$ cat src/rtl/snooper_command_sequencer_if.sv
// Signal bundle between the command sequencer and its usart_rx / usart_tx / snooper neighbours.
// The master modport is the sequencer's view; slave is the surrounding environment.
interface snooper_command_sequencer_if;
  logic [7:0] rx_data;
  logic       rx_available;
  logic       rx_error;
  logic       rx_acknowledge;
  logic       record_start;
  logic       record_end;
  logic       record_trigger;
  logic       dump_start;
  logic       dump_end;
  logic       snoop_valid;
  logic [7:0] snoop_data;
  logic       snoop_ready;
  logic       tx_valid;
  logic [7:0] tx_data;
  logic       tx_ready;
  logic       busy;
  logic       error;

  modport master (
    input  rx_data, rx_available, rx_error, record_end, dump_end,
           snoop_valid, snoop_data, tx_ready,
    output rx_acknowledge, record_start, record_trigger, dump_start,
           snoop_ready, tx_valid, tx_data, busy, error
  );

  modport slave (
    output rx_data, rx_available, rx_error, record_end, dump_end,
           snoop_valid, snoop_data, tx_ready,
    input  rx_acknowledge, record_start, record_trigger, dump_start,
           snoop_ready, tx_valid, tx_data, busy, error
  );
endinterface

$ cat src/rtl/snooper_command_sequencer.sv
// Serial command controller for the bus snooper: decodes one-byte ASCII commands, sequences
// arm / trigger / dump, and arbitrates the single tx byte stream between dump data and replies.
module snooper_command_sequencer #(
  parameter int unsigned TIMEOUT_BITS = 20,
  parameter logic [7:0]  ACK_CHAR     = 8'h2B,
  parameter logic [7:0]  NAK_CHAR     = 8'h3F
) (
  input logic                         comm_clock,
  input logic                         reset,
  snooper_command_sequencer_if.master bus
);
  typedef enum logic [1:0] {IDLE, ARMED, DUMP, REPLY} state_t;

  localparam logic [7:0] CMD_ARM        = 8'h61;
  localparam logic [7:0] CMD_CLEAR      = 8'h63;
  localparam logic [7:0] CMD_DUMP       = 8'h64;
  localparam logic [7:0] CMD_STATUS     = 8'h73;
  localparam logic [7:0] CMD_TRIGGER    = 8'h74;
  localparam logic [7:0] STATUS_CHAR    = 8'h53;
  localparam logic [7:0] CAPTURED_CHAR  = 8'h21;
  localparam logic [7:0] DUMP_DONE_CHAR = 8'h0A;

  state_t                  state_q, state_d, ret_q, ret_d;
  logic [7:0]              reply0_q, reply0_d, reply1_q, reply1_d;
  logic                    two_q, two_d;   // reply holds two bytes
  logic                    idx_q, idx_d;   // reply byte currently offered
  logic                    captured_q, captured_d;
  logic                    record_start_q, record_start_d;
  logic                    error_q, error_d;
  logic [TIMEOUT_BITS-1:0] stall_q, stall_d;

  // NOTE: state registers use non-blocking assignments so every flop samples pre-edge values.
  always_ff @(posedge comm_clock or posedge reset) begin
    if (reset) begin
      state_q        <= IDLE;
      ret_q          <= IDLE;
      reply0_q       <= '0;
      reply1_q       <= '0;
      two_q          <= 1'b0;
      idx_q          <= 1'b0;
      captured_q     <= 1'b0;
      record_start_q <= 1'b0;
      error_q        <= 1'b0;
      stall_q        <= '0;
    end else begin
      state_q        <= state_d;
      ret_q          <= ret_d;
      reply0_q       <= reply0_d;
      reply1_q       <= reply1_d;
      two_q          <= two_d;
      idx_q          <= idx_d;
      captured_q     <= captured_d;
      record_start_q <= record_start_d;
      error_q        <= error_d;
      stall_q        <= stall_d;
    end
  end

  assign bus.record_start = record_start_q;
  assign bus.error        = error_q;
  assign bus.busy         = (state_q != IDLE);

  // NOTE: every signal driven here gets a default first, so no path can infer a latch.
  always_comb begin
    state_d            = state_q;
    ret_d              = ret_q;
    reply0_d           = reply0_q;
    reply1_d           = reply1_q;
    two_d              = two_q;
    idx_d              = idx_q;
    captured_d         = captured_q;
    record_start_d     = record_start_q;
    error_d            = error_q;
    stall_d            = '0;
    bus.rx_acknowledge = 1'b0;
    bus.record_trigger = 1'b0;
    bus.dump_start     = 1'b0;
    bus.snoop_ready    = 1'b0;
    bus.tx_valid       = 1'b0;
    bus.tx_data        = '0;

    case (state_q)
      IDLE, ARMED: begin
        if (bus.rx_available) begin
          // Default outcome of any accepted command: single NAK, return to where we were.
          bus.rx_acknowledge = 1'b1;
          state_d            = REPLY;
          ret_d              = state_q;
          reply0_d           = NAK_CHAR;
          two_d              = 1'b0;
          idx_d              = 1'b0;
          case (bus.rx_data)
            CMD_STATUS: begin
              reply0_d = STATUS_CHAR;
              reply1_d = {4'h3, record_start_q, captured_q, error_q, 1'b0};
              two_d    = 1'b1;
            end
            CMD_CLEAR: begin
              reply0_d = ACK_CHAR;
              ret_d    = IDLE;
              if (state_q == IDLE) begin
                error_d    = 1'b0;
                captured_d = 1'b0;
              end else begin
                record_start_d = 1'b0;
              end
            end
            CMD_ARM: begin
              if (state_q == IDLE) begin
                record_start_d = 1'b1;
                captured_d     = 1'b0;
                reply0_d       = ACK_CHAR;
                ret_d          = ARMED;
              end
            end
            CMD_DUMP: begin
              if (state_q == IDLE && captured_q) begin
                bus.dump_start = 1'b1;
                state_d        = DUMP;
              end
            end
            CMD_TRIGGER: begin
              if (state_q == ARMED) begin
                bus.record_trigger = 1'b1;
                reply0_d           = ACK_CHAR;
              end
            end
            default: ;
          endcase
        end else if (state_q == ARMED && bus.record_end) begin
          record_start_d = 1'b0;
          captured_d     = 1'b1;
          reply0_d       = CAPTURED_CHAR;
          two_d          = 1'b0;
          idx_d          = 1'b0;
          ret_d          = IDLE;
          state_d        = REPLY;
        end
      end

      DUMP: begin
        // Snooper bytes go straight through to usart_tx; the stall counter guards a hung consumer.
        bus.tx_valid    = bus.snoop_valid;
        bus.tx_data     = bus.snoop_data;
        bus.snoop_ready = bus.tx_ready;
        two_d           = 1'b0;
        idx_d           = 1'b0;
        ret_d           = IDLE;
        if (bus.dump_end) begin
          reply0_d = DUMP_DONE_CHAR;
          state_d  = REPLY;
        end else if (bus.snoop_valid && bus.tx_ready) begin
          stall_d = '0;
        end else if (&stall_q) begin
          error_d  = 1'b1;
          reply0_d = NAK_CHAR;
          state_d  = REPLY;
        end else begin
          stall_d = stall_q + TIMEOUT_BITS'(1);
        end
      end

      REPLY: begin
        bus.tx_valid = 1'b1;
        bus.tx_data  = idx_q ? reply1_q : reply0_q;
        if (bus.tx_ready) begin
          if (idx_q == two_q) begin
            idx_d   = 1'b0;
            state_d = ret_q;
          end else begin
            idx_d = 1'b1;
          end
        end
      end

      default: state_d = IDLE;
    endcase

    // A framing error is sticky and outranks a same-cycle clear.
    if (bus.rx_error) error_d = 1'b1;
  end
endmodule
$ cat src/flat_wrapper.sv
// flat-port wrapper written by rule: the top's interface ports become plain ports
module snooper_command_sequencer_flat 
#(
  parameter int unsigned TIMEOUT_BITS = 20,
  parameter logic [7:0]  ACK_CHAR     = 8'h2B,
  parameter logic [7:0]  NAK_CHAR     = 8'h3F
)
  (comm_clock, reset, bus_rx_data, bus_rx_available, bus_rx_error, bus_record_end, bus_dump_end, bus_snoop_valid, bus_snoop_data, bus_tx_ready, bus_rx_acknowledge, bus_record_start, bus_record_trigger, bus_dump_start, bus_snoop_ready, bus_tx_valid, bus_tx_data, bus_busy, bus_error);
  snooper_command_sequencer_if bus_i ();
  input logic comm_clock;
  input logic reset;
  input wire logic [$bits(bus_i.rx_data)-1:0] bus_rx_data;
  input wire logic [$bits(bus_i.rx_available)-1:0] bus_rx_available;
  input wire logic [$bits(bus_i.rx_error)-1:0] bus_rx_error;
  input wire logic [$bits(bus_i.record_end)-1:0] bus_record_end;
  input wire logic [$bits(bus_i.dump_end)-1:0] bus_dump_end;
  input wire logic [$bits(bus_i.snoop_valid)-1:0] bus_snoop_valid;
  input wire logic [$bits(bus_i.snoop_data)-1:0] bus_snoop_data;
  input wire logic [$bits(bus_i.tx_ready)-1:0] bus_tx_ready;
  output wire logic [$bits(bus_i.rx_acknowledge)-1:0] bus_rx_acknowledge;
  output wire logic [$bits(bus_i.record_start)-1:0] bus_record_start;
  output wire logic [$bits(bus_i.record_trigger)-1:0] bus_record_trigger;
  output wire logic [$bits(bus_i.dump_start)-1:0] bus_dump_start;
  output wire logic [$bits(bus_i.snoop_ready)-1:0] bus_snoop_ready;
  output wire logic [$bits(bus_i.tx_valid)-1:0] bus_tx_valid;
  output wire logic [$bits(bus_i.tx_data)-1:0] bus_tx_data;
  output wire logic [$bits(bus_i.busy)-1:0] bus_busy;
  output wire logic [$bits(bus_i.error)-1:0] bus_error;
  assign bus_i.rx_data = bus_rx_data;
  assign bus_i.rx_available = bus_rx_available;
  assign bus_i.rx_error = bus_rx_error;
  assign bus_i.record_end = bus_record_end;
  assign bus_i.dump_end = bus_dump_end;
  assign bus_i.snoop_valid = bus_snoop_valid;
  assign bus_i.snoop_data = bus_snoop_data;
  assign bus_i.tx_ready = bus_tx_ready;
  assign bus_rx_acknowledge = bus_i.rx_acknowledge;
  assign bus_record_start = bus_i.record_start;
  assign bus_record_trigger = bus_i.record_trigger;
  assign bus_dump_start = bus_i.dump_start;
  assign bus_snoop_ready = bus_i.snoop_ready;
  assign bus_tx_valid = bus_i.tx_valid;
  assign bus_tx_data = bus_i.tx_data;
  assign bus_busy = bus_i.busy;
  assign bus_error = bus_i.error;
  snooper_command_sequencer #(.TIMEOUT_BITS(TIMEOUT_BITS), .ACK_CHAR(ACK_CHAR), .NAK_CHAR(NAK_CHAR)) u_core (.comm_clock(comm_clock), .reset(reset), .bus(bus_i));
endmodule
$ cat config.mk
export PLATFORM = sky130hd
export DESIGN_NAME = snooper_command_sequencer_flat
export DESIGN_NICKNAME = d
export VERILOG_FILES = /design/src/rtl/snooper_command_sequencer_if.sv /design/src/rtl/snooper_command_sequencer.sv /design/src/flat_wrapper.sv
export SDC_FILE = /design/constraint.sdc
export NUM_CORES = 1
export LEC_CHECK = 0
export ABC_CLOCK_PERIOD_IN_PS = 2300
export CAP_MARGIN = 20
export CORE_ASPECT_RATIO = 2
export CORE_MARGIN = 4
export CORE_UTILIZATION = 50
export DETAILED_ROUTE_END_ITERATION = 7
export MAX_ROUTING_LAYER = met4
export PLACE_DENSITY = 0.76
export SLEW_MARGIN = 40
export SYNTH_ARGS = -nofsm -noshare
export SYNTH_HDL_FRONTEND = slang
export SYNTH_SLANG_ARGS = --single-unit
export TNS_END_PERCENT = 20
$ cat constraint.sdc
create_clock -name comm_clock -period 2.3 [get_ports comm_clock]
set_input_delay 0.345 -clock comm_clock [delete_from_list [all_inputs] [get_ports comm_clock]]
set_output_delay 0.345 -clock comm_clock [all_outputs]
set_load 0.05 [all_outputs]
==> run_results.csv, run 1 <==
group,metric,value,unit
sta,period_share,95.7,%
job,maxCapViolations,0,
clock_tree,clkSlewWorstSetupHoldPaths,0.08,ns
global_route,grt_pass1_wl,8730,um
sta,setup_violations,0,
logic_synthesis,yosys_warnings,0,
critical_path,critPathCaptureType,"output port",
sta,fin_worst_skew,0.0106,ns
floorplanning,initial_utilization,51.7,%
run_status,status,"finished, final reports clean",
clock_tree,ctsHoldBuffers,0,
placement,place.gp.congestion,0.918,
floorplanning,core,0.00438,mm2
drt,drt_pass1_iterations,4,
critical_path,critPathMaxFanout,7,
sta,worstMarginPinSlew,0.501,ns
logic_synthesis,synth_most_common_cell,"dfrtp_1",
clock_tree,cts_max_path_buffers,2,
logic_synthesis,ys_seq_elements,40,
global_route,grt_start_max_net_pins,41,
sta,max_freq,0.454,GHz
floorplanning,io_pins,40,
power_and_ir_drop,leakage,1.25,nW
logic_synthesis,synth_nets,264,
placement,place_area,0.00287,mm2
power_and_ir_drop,ir_drop,0.000665,V
final_layout,final_cells,342,
critical_path,worst_ep_required_time,1.96,ns
final_layout,final_area,0.00296,mm2
critical_path,cp_data_arrival_time,1.86,ns
sta,slew_headroom,66.5,%
global_route,grt_pass1_vias,1865,
clock_tree,cts.sinks,40,
drt,ant_nets,0,
final_layout,diodes,0,
final_layout,multiInputGateArea,0.00119,mm2
logic_synthesis,synth_commonest_cells,"dfrtp_1 (40), nor2_1 (39), nand2_1 (17), o21ai_0 (17), nand3_1 (14)",
global_route,antenna_found_initial,0,
drt,initialDrtViolationCount,36,
floorplanning,num_rows,34,
floorplanning,die_w,55.6,um
critical_path,crit_type,"in -> out",
placement,dpl.cell_count,334,
logic_synthesis,synth_area_leader_cell,"dfrtp_1",
final_layout,regArea,0.00100,mm2
hold_path,hold_path.class,"in -> async",
sta,rsz0062_at_grt,"false",
critical_path,reg2reg_from,"u_core.stall_q[0]",
drt,drc_errors,0,
final_layout,fill_cells,353,
clock_tree,ctsRootBufferMaster,"clkbuf_8",
drt,wl_per_cell,15.4,um
placement,hpwl,4090,um
logic_synthesis,synth_area_leaders,"dfrtp_1 (44%), nor2_1 (6.5%), xnor2_1 (4.3%)",
global_route,track_usage,19.9,%
drt,totalWireLength,5260,um
final_layout,num-nets-final,312,
clock_tree,cts-resized-gates,0,
global_route,grt_overflow,0,
power_and_ir_drop,power,3.02,mW
logic_synthesis,seq_area_frac_synth,44.2,%
logic_synthesis,synthCells,239,
sta,hold_ws,0.478,ns
floorplanning,die_area,0.00574,mm2
logic_synthesis,yosysUniqueCellTypes,49,
clock_tree,insertion_delay,0.29,ns
floorplanning,die_h,103,um
sta,finalCriticalPeriod,2.20,ns
clock_tree,cts_buffers,5,
logic_synthesis,synth_ff_type,"dfrtp_1",
logic_synthesis,syn_area_per_cell,9.48,um2
drt,viasPerCell,5.50,
sta,slew_violations,0,
sta,finalHoldViolCount,0,
placement,port_buffers,39,
final_layout,syn_to_final_growth,30.8,%
drt,vias,1882,
logic_synthesis,yosysTopAreaCellShare,44.2,%
sta,fin_tns_setup,0,ns
critical_path,r2r-end,"u_core.reply0_q[4]",
power_and_ir_drop,p_per_area,1020,mW/mm2
logic_synthesis,synth_edf_count,0,
clock_tree,cts_tree,"yes",
clock_tree,post_cts_buffers,0,
clock_tree,cts_htree_levels,2,
critical_path,start_kind,"input port",
logic_synthesis,async_reset_ff_share,100,%
critical_path,rr_worst_depth,6,
critical_path,reg2reg_slack,0.31,ns
final_layout,drive_gt1_share,18.4,%
logic_synthesis,syn_area,0.00226,mm2
-- critical path: stages --
cell and delay [ns]:
clkdlybuf4s50_1 0.63, nand2b_1 0.24, nor2_1 0.17, and4_1 0.31, buf_12 0.16
-- logic make-up (layout without fill, tap and decap cells) --
logic type,Yosys count,count (layout),synth area share [%]
AND/OR/NAND/NOR,107,107,26.4
XOR/XNOR,19,19,7.35
adder cells (fa/ha/maj),1,1,0.552
multiplexers,11,11,5.36
AO/OA/AOI/OAI,45,45,12.8
flip-flops,40,40,44.2
buffers and inverters,16,65,3.43
-- cells in the final DEF, fill, tap and decap left out, types with 11 or more instances in the layout --
cell             count
nand3_1             14
nor2_1              39
clkdlybuf4s50_1     25
xnor2_1             11
nand2_1             17
dfrtp_1             40
o21ai_0             17
buf_4               13
buf_12              12
-- power breakdown --
group	switching, mW	internal [mW]	leakage, nW	total, mW
Sequential	0.0948	0.797	0.521	0.892
Combinational	0.940	0.743	0.681	1.68
Clock	0.237	0.211	0.0479	0.448
Total	1.27	1.75	1.25	3.02
-- area by class of cell --
class / instances / area share [%]
Multi-Input combinational cell: 183 / 40.2
Clock buffer: 5 / 2.32
Clock inverter: 3 / 0.634
Inverter: 7 / 0.887
Timing Repair Buffer: 50 / 19.9
Tap cell: 54 / 2.28
Sequential cell: 40 / 33.8
-- metal layers --
layer | wire, um | up-vias | GRT usage, %
li1 | - | 928 | -
met1 | 1890 | 891 | 18.6
met2 | 2970 | 46 | 37.5
met3 | 206 | 17 | 3.60
met4 | 193 | 0 | 11.0
met5 | 0 | - | -
-- through the flow --
step / util, % / setup WS (ns)
5_1_grt: 67.6 / 0.0377
4_1_cts: 67.6 / 0.0986
3_5_place_dp: 65.6 / 0.109
3_3_place_gp: 65.6 / 0.0866
6_report: 67.6 / 0.0980
2_1_floorplan: - / -0.0790
-- flip-flops by register name (all words and copies together), names as in the netlist --
| signal | count |
|---|---|
| u_core.two_q | 1 |
| u_core.bus.error | 1 |
| u_core.ret_q | 2 |
| u_core.reply0_q | 7 |
| u_core.stall_q | 20 |
| u_core.bus.record_start | 1 |
| u_core.idx_q | 1 |
| u_core.reply1_q | 4 |
| u_core.state_q | 2 |
| u_core.captured_q | 1 |
-- worst max-delay path by stage --
stage | to | from
2_1_floorplan | bus_tx_data[2] | u_core.state_q[0]
3_3_place_gp | bus_dump_start | bus_rx_available
3_5_place_dp | bus_dump_start | bus_rx_available
4_1_cts | bus_dump_start | bus_rx_available
5_1_grt | bus_dump_start | bus_rx_available
6_report | bus_dump_start | bus_rx_available
Power figures use the tool's default switching activity.
==> inputs of run 2 (changes only) <==
Settings changed: PLACE_DENSITY 0.76 to unset, PLACE_DENSITY_LB_ADDON set to 0.12, SLEW_MARGIN 40 to unset.
==> run 2 against run 1 <==
  * Worst setup slack improved by 0.00097 ns
  * Via count increased by 0.53%
  * Largest cell class unchanged
  * Critical path type unchanged
  * Register-to-register slack about the same
  * Utilization increased by 0.57 points
  * Cell area increased by 0.84%
  * Cell count increased by 0.29%
  * Hold slack got worse by 0.010 ns
==> run_results.csv, run 2 (synthesized netlist as in run 1, its figures left out) <==
group,metric,value,unit
critical_path,crit_type,"in -> out",
critical_path,path_cells,"clkdlybuf4s50_1 > nand2b_1 > nor2_1 > and4_1 > buf_12",
drt,initialDrtViolationCount,51,
final_layout,num-nets-final,313,
floorplanning,num_rows,34,
final_layout,final_area,0.00299,mm2
sta,slew_violations,0,
critical_path,start_kind,"input port",
final_layout,final_common_cell,"dfrtp_1",
global_route,grt_overflow,0,
power_and_ir_drop,p_switching,1.27,mW
final_layout,final_cell_mix,"dfrtp_1 (40), nor2_1 (39), clkdlybuf4s50_1 (25)",
floorplanning,initial_utilization,51.7,%
floorplanning,core,0.00438,mm2
final_layout,syn_to_final_growth,31.9,%
critical_path,reg2reg_slack,0.31,ns
final_layout,fill_cells,371,
final_layout,largest_register,"u_core.stall_q",
final_layout,fin_util,68.2,%
sta,rsz0062_at_grt,"false",
floorplanning,io_pins,40,
clock_tree,post_cts_buffers,0,
floorplanning,die_area,0.00574,mm2
critical_path,cpLargestDelayFamily,"buffers and inverters",
global_route,grt_pass1_wl,8930,um
power_and_ir_drop,pwr-share-comb,55.8,%
clock_tree,ctsRootBufferMaster,"clkbuf_8",
clock_tree,clkSlewWorstSetupHoldPaths,0.07,ns
clock_tree,ctsHoldBuffers,0,
clock_tree,insertion_delay,0.29,ns
sta,max_freq,0.454,GHz
sta,finalCriticalPeriod,2.20,ns
drt,vias,1892,
sta,fin_tns_setup,0,ns
drt,drt_pass1_iterations,4,
critical_path,path_depth,5,
drt,ant_nets,0,
critical_path,rr_worst_depth,6,
final_layout,diodes,0,
global_route,grt_pass1_vias,2011,
critical_path,crit_end,"bus_dump_start",
critical_path,path_buf_inv,2,
floorplanning,die_h,103,um
global_route,track_usage,20.5,%
sta,worstMarginPinSlew,0.493,ns
clock_tree,cts_max_path_buffers,2,
power_and_ir_drop,seqPwrFrac,28.7,%
run_status,status,"finished, final reports clean",
drt,totalWireLength,5320,um
critical_path,critPathMaxFanout,7,
sta,setup_violations,0,
drt,drc_errors,0,
clock_tree,cts.sinks,40,
final_layout,regArea,0.00100,mm2
sta,period_share,95.7,%
sta,slew_headroom,67.0,%
global_route,grt_start_max_net_pins,41,
critical_path,critPathCaptureType,"output port",
placement,place.gp.congestion,0.924,
placement,place_area,0.00289,mm2
clock_tree,cts_buffers,5,
critical_path,slowest_delay,0.61,ns
floorplanning,die_w,55.6,um
critical_path,r2r-end,"u_core.reply0_q[4]",
sta,finalHoldViolCount,0,
power_and_ir_drop,switching_share,41.8,%
critical_path,cp_data_arrival_time,1.86,ns
clock_tree,cts_tree,"yes",
power_and_ir_drop,leakage,1.26,nW
placement,hpwl,4090,um
critical_path,cpMaxStageDelayCell,"clkdlybuf4s50_1",
drt,wl_per_cell,15.5,um
placement,port_buffers,39,
power_and_ir_drop,pwr-share-clk,15.5,%
critical_path,crit_start,"bus_rx_available",
critical_path,worst_ep_required_time,1.96,ns
job,maxCapViolations,0,
sta,fin_worst_skew,0.00641,ns
power_and_ir_drop,p_per_area,1020,mW/mm2
clock_tree,cts-resized-gates,0,
final_layout,multiInputGateArea,0.00119,mm2
final_layout,top_regs,"u_core.stall_q (20), u_core.reply0_q (7), u_core.reply1_q (4)",
global_route,antenna_found_initial,0,
power_and_ir_drop,ir_drop,0.000783,V
final_layout,drive_gt1_share,18.7,%
clock_tree,cts_htree_levels,2,
critical_path,reg2reg_from,"u_core.stall_q[0]",
hold_path,hold_path.class,"in -> async",
power_and_ir_drop,internal_power,1.77,mW
final_layout,largest_reg_flops,20,
drt,viasPerCell,5.52,
## run 2: changes by cell type in the layout (fill, tap and decap cells not counted)
cell | before | now
buf_12 | 12 | 13
clkbuf_8 | 5 | 6
clkinv_4 | 1 | 0
## run 2: worst min-delay path by stage
stage	cells after the start	startpoint	slack, ns	to
after floorplan	1	bus_dump_end	0.43	u_core.reply0_q[0]
after global placement	1	u_core.ret_q[1]	0.47	u_core.ret_q[1]
after detailed placement	1	u_core.ret_q[1]	0.47	u_core.ret_q[1]
after CTS	3	reset	0.49	u_core.stall_q[0]
after global routing	1	u_core.stall_q[0]	0.50	u_core.stall_q[0]
final	3	reset	0.47	u_core.captured_q
## run 2: layout make-up
cell class | count | area share, %
Timing Repair Buffer | 51 | 20.4
Tap cell | 54 | 2.26
Clock buffer | 6 | 2.76
Clock inverter | 2 | 0.335
Inverter | 7 | 0.880
Multi-Input combinational cell | 183 | 39.9
Sequential cell | 40 | 33.5
## run 2: per-stage QoR
step / worst slack [ns] / total power [mW] / hold WS [ns] / cells
global route: 0.0200 / 3.21 / 0.505 / 343
floorplan: -0.0790 / 1.87 / 0.430 / 239
detailed placement: 0.123 / 2.59 / 0.472 / 335
CTS: 0.106 / 3.07 / 0.488 / 343
finish: 0.0990 / 3.05 / 0.468 / 343
global placement: 0.171 / 2.58 / 0.469 / 335
## run 2: tightest hold or removal path, cell delays in order
cell and delay (ns):
clkdlybuf4s50_1 0.39, inv_1 0.05, buf_4 0.41
## run 2: power by group through the flow
stage / Combinational, mW / Sequential (mW) / Clock [mW]
after global routing: 1.80 / 0.888 / 0.519
after CTS: 1.71 / 0.874 / 0.483
after detailed placement: 1.70 / 0.887 / 0
after global placement: 1.69 / 0.886 / 0
after floorplan: 0.998 / 0.876 / 0
final: 1.70 / 0.875 / 0.472
## run 2: routing by layer
| metal | wire length, um | up-vias | GRT usage (%) |
|---|---|---|---|
| met5 | 0 | - | - |
| met4 | 114 | 0 | 9.93 |
| met3 | 252 | 9 | 4.22 |
| met2 | 3020 | 45 | 39.2 |
| met1 | 1940 | 915 | 19.0 |
| li1 | - | 923 | - |
==> inputs of run 3 (changes only) <==
Settings changed: CTS_BUF_LIST set to sky130_fd_sc_hd__clkbuf_4 sky130_fd_sc_hd__clkbuf_8, SETUP_SLACK_MARGIN set to 0.5.
==> run 3 against run 2 <==
  * Die area unchanged
  * Via count rose by 7.9%
  * Clock skew increased by 0.0043 ns
  * Critical path depth is 4 lower
  * Critical endpoint is now bus_record_start
==> run_results.csv, run 3 (synthesized netlist as in run 1, its figures left out) <==
group,metric,value,unit
placement,place_area,0.00293,mm2
global_route,track_usage,23.4,%
critical_path,worst_ep_required_time,1.96,ns
final_layout,final_area,0.00321,mm2
critical_path,path_cells,"clkdlybuf4s50_1",
final_layout,drive_gt1_share,28.7,%
global_route,antenna_found_initial,0,
critical_path,r2r-end,"u_core.reply0_q[4]",
clock_tree,cts_buffers,5,
drt,totalWireLength,6410,um
critical_path,crit_type,"reg -> out",
sta,finalHoldViolCount,0,
sta,slew_headroom,65.6,%
drt,ant_nets,0,
sta,setup_violations,0,
critical_path,reg2reg_from,"u_core.stall_q[0]",
critical_path,start_kind,"flop",
floorplanning,die_w,55.6,um
global_route,grt_start_max_net_pins,41,
sta,max_freq,0.533,GHz
power_and_ir_drop,internal_power,1.97,mW
clock_tree,cts.sinks,40,
clock_tree,cts_htree_levels,2,
sta,fin_worst_skew,0.0107,ns
critical_path,critPathCaptureType,"output port",
sta,finalCriticalPeriod,1.88,ns
hold_path,hold_path.class,"in -> async",
drt,drt_pass1_iterations,4,
final_layout,top_regs,"u_core.stall_q (20), u_core.reply0_q (7), u_core.reply1_q (4)",
drt,initialDrtViolationCount,99,
floorplanning,core,0.00438,mm2
drt,wl_per_cell,18.1,um
power_and_ir_drop,p_switching,1.39,mW
drt,vias,2042,
final_layout,largest_register,"u_core.stall_q",
final_layout,syn_to_final_growth,41.9,%
final_layout,fill_cells,346,
sta,period_share,81.5,%
critical_path,cp_data_arrival_time,1.53,ns
floorplanning,io_pins,40,
critical_path,cpLargestDelayFamily,"buffers and inverters",
floorplanning,die_h,103,um
final_layout,largest_reg_flops,20,
global_route,grt_overflow,0,
global_route,grt_pass1_wl,10100,um
sta,fin_tns_setup,0,ns
critical_path,slowest_delay,0.82,ns
critical_path,critPathMaxFanout,4,
run_status,status,"finished, final reports clean",
final_layout,num-nets-final,324,
clock_tree,clkSlewWorstSetupHoldPaths,0.08,ns
power_and_ir_drop,p_per_area,1050,mW/mm2
floorplanning,die_area,0.00574,mm2
final_layout,regArea,0.00101,mm2
floorplanning,initial_utilization,51.7,%
critical_path,reg2reg_slack,0.57,ns
clock_tree,cts_max_path_buffers,2,
drt,viasPerCell,5.77,
placement,hpwl,4370,um
power_and_ir_drop,ir_drop,0.000848,V
critical_path,rr_worst_depth,6,
critical_path,cpMaxStageDelayCell,"clkdlybuf4s50_1",
power_and_ir_drop,seqPwrFrac,26.2,%
sta,worstMarginPinSlew,0.515,ns
drt,drc_errors,0,
global_route,grt_pass1_vias,2094,
power_and_ir_drop,switching_share,41.4,%
critical_path,path_buf_inv,1,
final_layout,multiInputGateArea,0.00132,mm2
power_and_ir_drop,pwr-share-clk,16.9,%
final_layout,fin_util,73.3,%
sta,slew_violations,0,
job,maxCapViolations,0,
power_and_ir_drop,leakage,1.36,nW
floorplanning,num_rows,34,
placement,place.gp.congestion,0.900,
clock_tree,cts_tree,"yes",
sta,rsz0062_at_grt,"true",
placement,port_buffers,39,
final_layout,final_cell_mix,"nor2_1 (36), dfrtp_1 (36), buf_4 (20)",
clock_tree,insertion_delay,0.30,ns
final_layout,diodes,0,
power_and_ir_drop,pwr-share-comb,56.8,%
clock_tree,ctsRootBufferMaster,"clkbuf_8",
## run 3: changes by cell type in the layout (fill, tap and decap cells not counted), sizes merged
cell / previous run / this run
clkdlybuf4s50: 25 / 15
buf: 26 / 35
dlygate4sd2: 0 / 9
nand3: 15 / 17
bufinv: 0 / 1
clkbuf: 6 / 5
clkinv: 2 / 1
clkinvlp: 0 / 1
dlymetal6s2s: 0 / 1
## run 3: metal layers
| layer | part of all wire (%) | global-route usage (%) | up-vias |
|---|---|---|---|
| li1 | - | - | 958 |
| met3 | 3.8 | 4.10 | 22 |
| met4 | 4.1 | 10.5 | 0 |
| met2 | 57 | 43.7 | 63 |
| met1 | 36 | 23.4 | 999 |
| met5 | 0 | - | - |
## run 3: power by group through the flow
stage	clock network, mW	registers (mW)	logic [mW]
final	0.571	0.883	1.91
after global routing	0.608	0.892	2.02
after CTS	0.583	0.880	1.89
after detailed placement	0	0.917	1.77
after global placement	0	0.914	1.75
after floorplan	0	0.876	1.04
## run 3: final cells by class
type                       count  share of cell area (%)
multi-input combinational    185                    41.0
sequential                    40                    31.3
timing repair buffer          60                    21.3
clock buffer                   5                    2.14
tap                           54                    2.10
clock inverter                 3                    1.32
inverter                       7                   0.818
## run 3: how the worst max path moves through the flow
stage / start / to / slack [ns] / cells past startpoint
2_1_floorplan: u_core.state_q[0] / bus_tx_data[5] / 0.30 / 4
4_1_cts: u_core.bus.error / bus_error / 0.41 / 1
5_1_grt: u_core.bus.record_start / bus_record_start / 0.41 / 1
3_5_place_dp: bus_rx_data[0] / u_core.reply0_q[4] / 0.19 / 7
6_report: u_core.bus.record_start / bus_record_start / 0.42 / 1
3_3_place_gp: bus_rx_data[0] / u_core.reply0_q[4] / 0.19 / 7
## run 3: through the flow
step | setup WS, ns | instances | power, mW | hold slack, ns
2_1_floorplan | 0.297 | 239 | 1.91 | 0.430
3_5_place_dp | 0.186 | 335 | 2.69 | 0.476
6_report | 0.425 | 354 | 3.37 | 0.456
5_1_grt | 0.409 | 354 | 3.52 | 0.514
3_3_place_gp | 0.190 | 335 | 2.66 | 0.478
4_1_cts | 0.407 | 351 | 3.35 | 0.482
## run 3: timing repair
action / 4_1_cts / 5_1_grt
hold buffers: 0 / 0
resized for setup: 24 / 10
cloned: 0 / 2
endpoints found under the setup margin: 36 / 39
setup buffers: 8 / 1
pin swaps: 5 / 6
==> edit 1 (settings of run 3) <==
`TIMEOUT_BITS` is set to 20 in 2 places; all go to 40.
--- a/src/rtl/snooper_command_sequencer.sv
+++ b/src/rtl/snooper_command_sequencer.sv
@@ -2,5 +2,5 @@
 // arm / trigger / dump, and arbitrates the single tx byte stream between dump data and replies.
 module snooper_command_sequencer #(
-  parameter int unsigned TIMEOUT_BITS = 20,
+  parameter int unsigned TIMEOUT_BITS = 40,
   parameter logic [7:0]  ACK_CHAR     = 8'h2B,
   parameter logic [7:0]  NAK_CHAR     = 8'h3F
--- a/src/flat_wrapper.sv
+++ b/src/flat_wrapper.sv
@@ -2,5 +2,5 @@
 module snooper_command_sequencer_flat 
 #(
-  parameter int unsigned TIMEOUT_BITS = 20,
+  parameter int unsigned TIMEOUT_BITS = 40,
   parameter logic [7:0]  ACK_CHAR     = 8'h2B,
   parameter logic [7:0]  NAK_CHAR     = 8'h3F
Function: same outputs for any inputs over 4 cycles, from zero or initial values and one cycle with reset high; that may be too few to reach the edited logic, so the function may still have changed.
==> edit 1 against run 3 <==
  * Maximum frequency decreased by 6.8%
  * Largest power group unchanged
  * Largest cell class unchanged
  * Critical path depth grew 5
  * Wire length is 45% higher
  * Non-clock buffer count increased by 40
  * Combinational power grew 14%
  * Worst setup slack worse by 0.14 ns
  * Sequential cell count is 20 higher
  * Highest routed layer unchanged
  * Die area rose by 39%
  * Design area is 50% higher
  * Synthesized area rose by 44%
  * Power is 31% higher
==> edit 1: results (changes against run 3) <==
.. list-table::
   :header-rows: 1

   * - Metric
     - Value
   * - Number of inverters outside the clock class in the layout
     - 9 (+2)
   * - Post-synthesis share of cell area spent on xor and xnor gates
     - 0.0995 (+0.0261)
   * - Number of global-route vias before repair
     - 3067 (+46%)
   * - Reg-to-reg setup timing slack
     - 0.29 ns (-0.28 ns)
   * - Met1 routing resource usage after global routing
     - 0.241 (+0.00620)
   * - Post-route clock skew
     - 0.00975 ns (-0.000979 ns)
   * - Share of synthesized area spent on multiplexers
     - 0.0292 (-0.0244)
   * - Maximum number of pins on one net before global-route repair
     - 33 (-20%)
   * - Clock buffer cells
     - 15 (+10)
   * - Synth Area in Compound Gates
     - 0.102 (-0.0258)
   * - Ratio of final minimum period to clock period
     - 0.875 (+0.0596)
   * - Leakage power total
     - 2.09 nW (+54%)
   * - Synth area leaders
     - sky130_fd_sc_hd__dfrtp_1, sky130_fd_sc_hd__xor2_1, sky130_fd_sc_hd__nor2_1
   * - DRT Wirelength
     - 9260 um (+45%)
   * - Worst slew margin
     - 0.672 (+0.0161)
   * - Gr usage total
     - 0.247 (+0.0132)
   * - Number of combinational gates with multiple inputs
     - 264 (+43%)
   * - Syn Inst Count
     - 346 (+45%)
   * - Portion of the post-synthesis area used by sequential elements
     - 0.461 (+0.0192)
   * - Area fraction of clock buffers and clock inverters
     - 0.0412 (+0.00658)
   * - Top cells by instance count after synthesis
     - sky130_fd_sc_hd__nor2_1, sky130_fd_sc_hd__dfrtp_1, sky130_fd_sc_hd__nand2_1, sky130_fd_sc_hd__xor2_1, sky130_fd_sc_hd__a21oi_1
   * - Tap cell count
     - 86 (+59%)
   * - Largest stage delay on the critical path
     - 0.48 ns (-0.34 ns)
   * - Share of post-route cells with drive strength above 1
     - 0.327 (+0.0407)
   * - Largest fanout on the critical path
     - 5 (+1)
   * - Share of the final layout cell area in multi-input gates
     - 0.400 (-0.0108)
   * - Via count
     - 3001 (+47%)
   * - Run status
     - complete, no violations
   * - Cell family with the largest share of critical-path delay
     - flip-flops
   * - Number of cells in the design after placement
     - 481 (+44%)
[edit 1: worst paths after layout]
| kind | endpoint | depth (start not counted) |
|---|---|---|
| max | bus_dump_start | 6 |
| min | u_core.state_q[1]$_DFFE_PP0P_ | 2 |
| max reg2reg | u_core.reply0_q[5]$_DFFE_PP0P_ | 5 |
| min reg2reg | u_core.stall_q[0]$_DFF_PP0_ | 1 |
| max in group asynchronous | u_core.stall_q[20]$_DFF_PP0_ | 3 |
| min in group comm_clock | u_core.stall_q[0]$_DFF_PP0_ | 1 |
[edit 1: what timing repair did]
action / in CTS / in global routing
setup endpoints to repair: 64 / 67
setup buffers: 16 / 21
hold endpoints to repair: 0 / 0
gates cloned: 1 / 0
hold buffers: 0 / 0
pin swaps: 9 / 12
resized for setup: 18 / 24
[edit 1: power by group]
group	internal, mW	leakage (nW)	switching [mW]
sequential	1.16	0.790	0.115
combinational	1.02	1.19	1.16
clock	0.532	0.107	0.412
==> edit 2 (settings of run 3) <==
Without the edit above. The 4 states of `state_t` get a one-hot encoding in 4 bits.
--- a/src/rtl/snooper_command_sequencer.sv
+++ b/src/rtl/snooper_command_sequencer.sv
@@ -10,5 +10,5 @@
   snooper_command_sequencer_if.master bus
 );
-  typedef enum logic [1:0] {IDLE, ARMED, DUMP, REPLY} state_t;
+  typedef enum logic [3:0] {IDLE = 4'b0001, ARMED = 4'b0010, DUMP = 4'b0100, REPLY = 4'b1000} state_t;
 
   localparam logic [7:0] CMD_ARM        = 8'h61;
Formal check against the unedited RTL: same outputs for any inputs over 10 cycles, from zero or initial values and one cycle with reset high; not proved beyond that.
==> edit 2 against run 3 <==
  * Final cell count up 6.8%
  * Power down 11%
  * Synthesized area up 11%
  * Via count up 3.6%
  * Combinational power down 18%
  * Sequential cell count up 4
  * Wire length down 7.9%
  * Critical path type unchanged
  * Clock power down 18%
  * Design area up 9.0%
  * Critical path depth up 4
  * Worst setup slack worse by 0.32 ns
  * Sequential share of layout area up 0.38 points
  * Largest power group unchanged
==> edit 2: results (changes against run 3) <==
.. list-table::
   :header-rows: 1

   * - Metric
     - Value
   * - Average wire per standard cell
     - 15.6 um (-14%)
   * - Number of global-route vias before repair
     - 2195 (+4.8%)
   * - Worst supply voltage drop on vdd
     - 0.000726 V (-14%)
   * - Placement Cell Area
     - 3280 um^2 (+12%)
   * - Post-route clock skew
     - 0.00924 ns (-0.00150 ns)
   * - Global-route wire length before repair
     - 10200 um (+1.5%)
   * - Run status
     - complete, no violations
   * - Largest stage delay on the critical path
     - 0.50 ns (-0.32 ns)
   * - Drt first-iter violations
     - 79 (-20%)
   * - Final RePlAce weighted congestion
     - 0.845 (-6.2%)
   * - Worst slack, placed
     - 0.0659 ns (-0.120 ns)
   * - Ratio of total power to cell area
     - 857 nW/um^2 (-18%)
   * - Number of cells in the design after placement
     - 360 (+7.5%)
   * - Filler cells
     - 364 (+5.2%)
   * - Top flop regs
     - u_core.stall_q: 20 flops, u_core.reply0_q: 7 flops
   * - Top cells by instance count after synthesis
     - sky130_fd_sc_hd__dfrtp_1, sky130_fd_sc_hd__nor2_1, sky130_fd_sc_hd__nand2_1
   * - Synth area leaders
     - sky130_fd_sc_hd__dfrtp_1, sky130_fd_sc_hd__xor2_1, sky130_fd_sc_hd__nor2_1
   * - Routed length on met1
     - 2170 um (-4.9%)
   * - Gr usage total
     - 0.220 (-0.0135)
   * - Vias per cell
     - 5.60 (-3.0%)
   * - Clock root cell
     - sky130_fd_sc_hd__clkbuf_8
   * - Global-route met2 utilization
     - 0.390 (-0.0471)
   * - Maximum number of pins on one net before global-route repair
     - 45 (+9.8%)
   * - Leakage power total
     - 1.48 nW (+8.7%)
   * - Syn Inst Count
     - 259 (+8.4%)
   * - Global-route track usage on met3
     - 0.0358 (-0.00515)
   * - Data arrival time of the worst path
     - 1.85 ns (+0.32 ns)
   * - Cell family with the largest share of critical-path delay
     - simple AND/OR/NAND/NOR gates
   * - Share of post-route cells with drive strength above 1
     - 0.262 (-0.0250)
   * - Post-DP HPWL
     - 4440 um (+1.5%)
   * - Final-stage net count
     - 346 (+6.8%)
   * - Met1 routing resource usage after global routing
     - 0.233 (-0.00109)
   * - Met3 WL
     - 217 um (-11%)
   * - Final instance count without filler cells
     - 378 (+6.8%)
   * - Portion of the post-synthesis area used by sequential elements
     - 0.438 (-0.00362)
   * - Met2 routed wirelength
     - 3360 um (-7.3%)
   * - Largest fanout on the critical path
     - 8 (+4)
   * - Number of nets produced by synthesis
     - 284 (+7.6%)
   * - Netlist cell types
     - 54 (+10%)
   * - Worst slew margin
     - 0.639 (-0.0174)
   * - Crit path max-delay cell type
     - sky130_fd_sc_hd__dfstp_4
-- edit 2: changes by cell type in the layout (fill, tap and decap cells not counted), sizes merged, moves of 3 or more --
| cell | change |
|---|---|
| dlygate4sd2 | -9 |
| xor2 | +8 |
| and2 | +3 |
| a211oi | -3 |
| clkdlybuf4s50 | +10 |
| xnor2 | -6 |
| nor4b | +4 |
| nor2 | -9 |
| nand3 | -4 |
| buf | +8 |
-- edit 2: final timing paths --
path                                                      from                              to  slack (ns)  cells past startpoint
worst max-delay path             u_core.state_q[0]$_DFFE_PP1P_                  bus_tx_data[6]        0.11                      5
worst min-delay path                                     reset  u_core.reply1_q[3]$_DFFE_PP0P_        0.46                      3
worst max register to register   u_core.state_q[0]$_DFFE_PP1P_   u_core.state_q[0]$_DFFE_PP1P_        0.23                      7
worst min register to register  u_core.reply1_q[4]$_DFFE_PP0P_  u_core.reply1_q[4]$_DFFE_PP0P_        0.50                      1
max in group asynchronous                                reset   u_core.state_q[2]$_DFFE_PP0P_        1.43                      3
min in group comm_clock         u_core.reply1_q[4]$_DFFE_PP0P_  u_core.reply1_q[4]$_DFFE_PP0P_        0.50                      1
-- edit 2: final cells by class --
class | count | share of cell area
sequential | 44 | 0.317
inverter | 9 | 0.00965
clock inverter | 2 | 0.00357
clock buffer | 5 | 0.0196
multi-input combinational | 193 | 0.412
timing repair buffer | 68 | 0.218
tap | 57 | 0.0204
-- edit 2: worst reg2reg max path: stages, from the launching register on --
cell	delay [ns]
sky130_fd_sc_hd__dfstp_4	0.50
sky130_fd_sc_hd__or4b_4	0.50
sky130_fd_sc_hd__buf_12	0.17
sky130_fd_sc_hd__buf_6	0.12
sky130_fd_sc_hd__a21oi_1	0.20
sky130_fd_sc_hd__or2_2	0.19
sky130_fd_sc_hd__nor2_1	0.07
sky130_fd_sc_hd__o221a_1	0.26
-- edit 2: cell families (layout without fill, tap and decap cells) --
logic type	Yosys count	in the layout	share of synthesized area
multiplexers	13	13	0.0591
buffers and inverters	22	84	0.0343
AND/OR/NAND/NOR	113	113	0.264
adder cells (fa/ha/maj)	1	1	0.00497
AO/OA/AOI/OAI	45	45	0.126
XOR/XNOR	21	21	0.0731
flip-flops	44	44	0.438
-- edit 2: power by group --
group / internal, mW / total, mW / leakage [nW] / switching [mW]
Combinational: 0.769 / 1.56 / 0.865 / 0.787
Clock: 0.206 / 0.467 / 0.0400 / 0.261
Sequential: 0.891 / 0.979 / 0.570 / 0.0875
Total: 1.87 / 3.00 / 1.48 / 1.14
-- edit 2: repair_timing --
| item | in CTS | in global routing |
|---|---|---|
| buffers inserted | 10 | 1 |
| setup endpoints to repair | 52 | 56 |
| resized for setup | 10 | 5 |
| hold buffers | 0 | 0 |
| pin swaps | 2 | 2 |
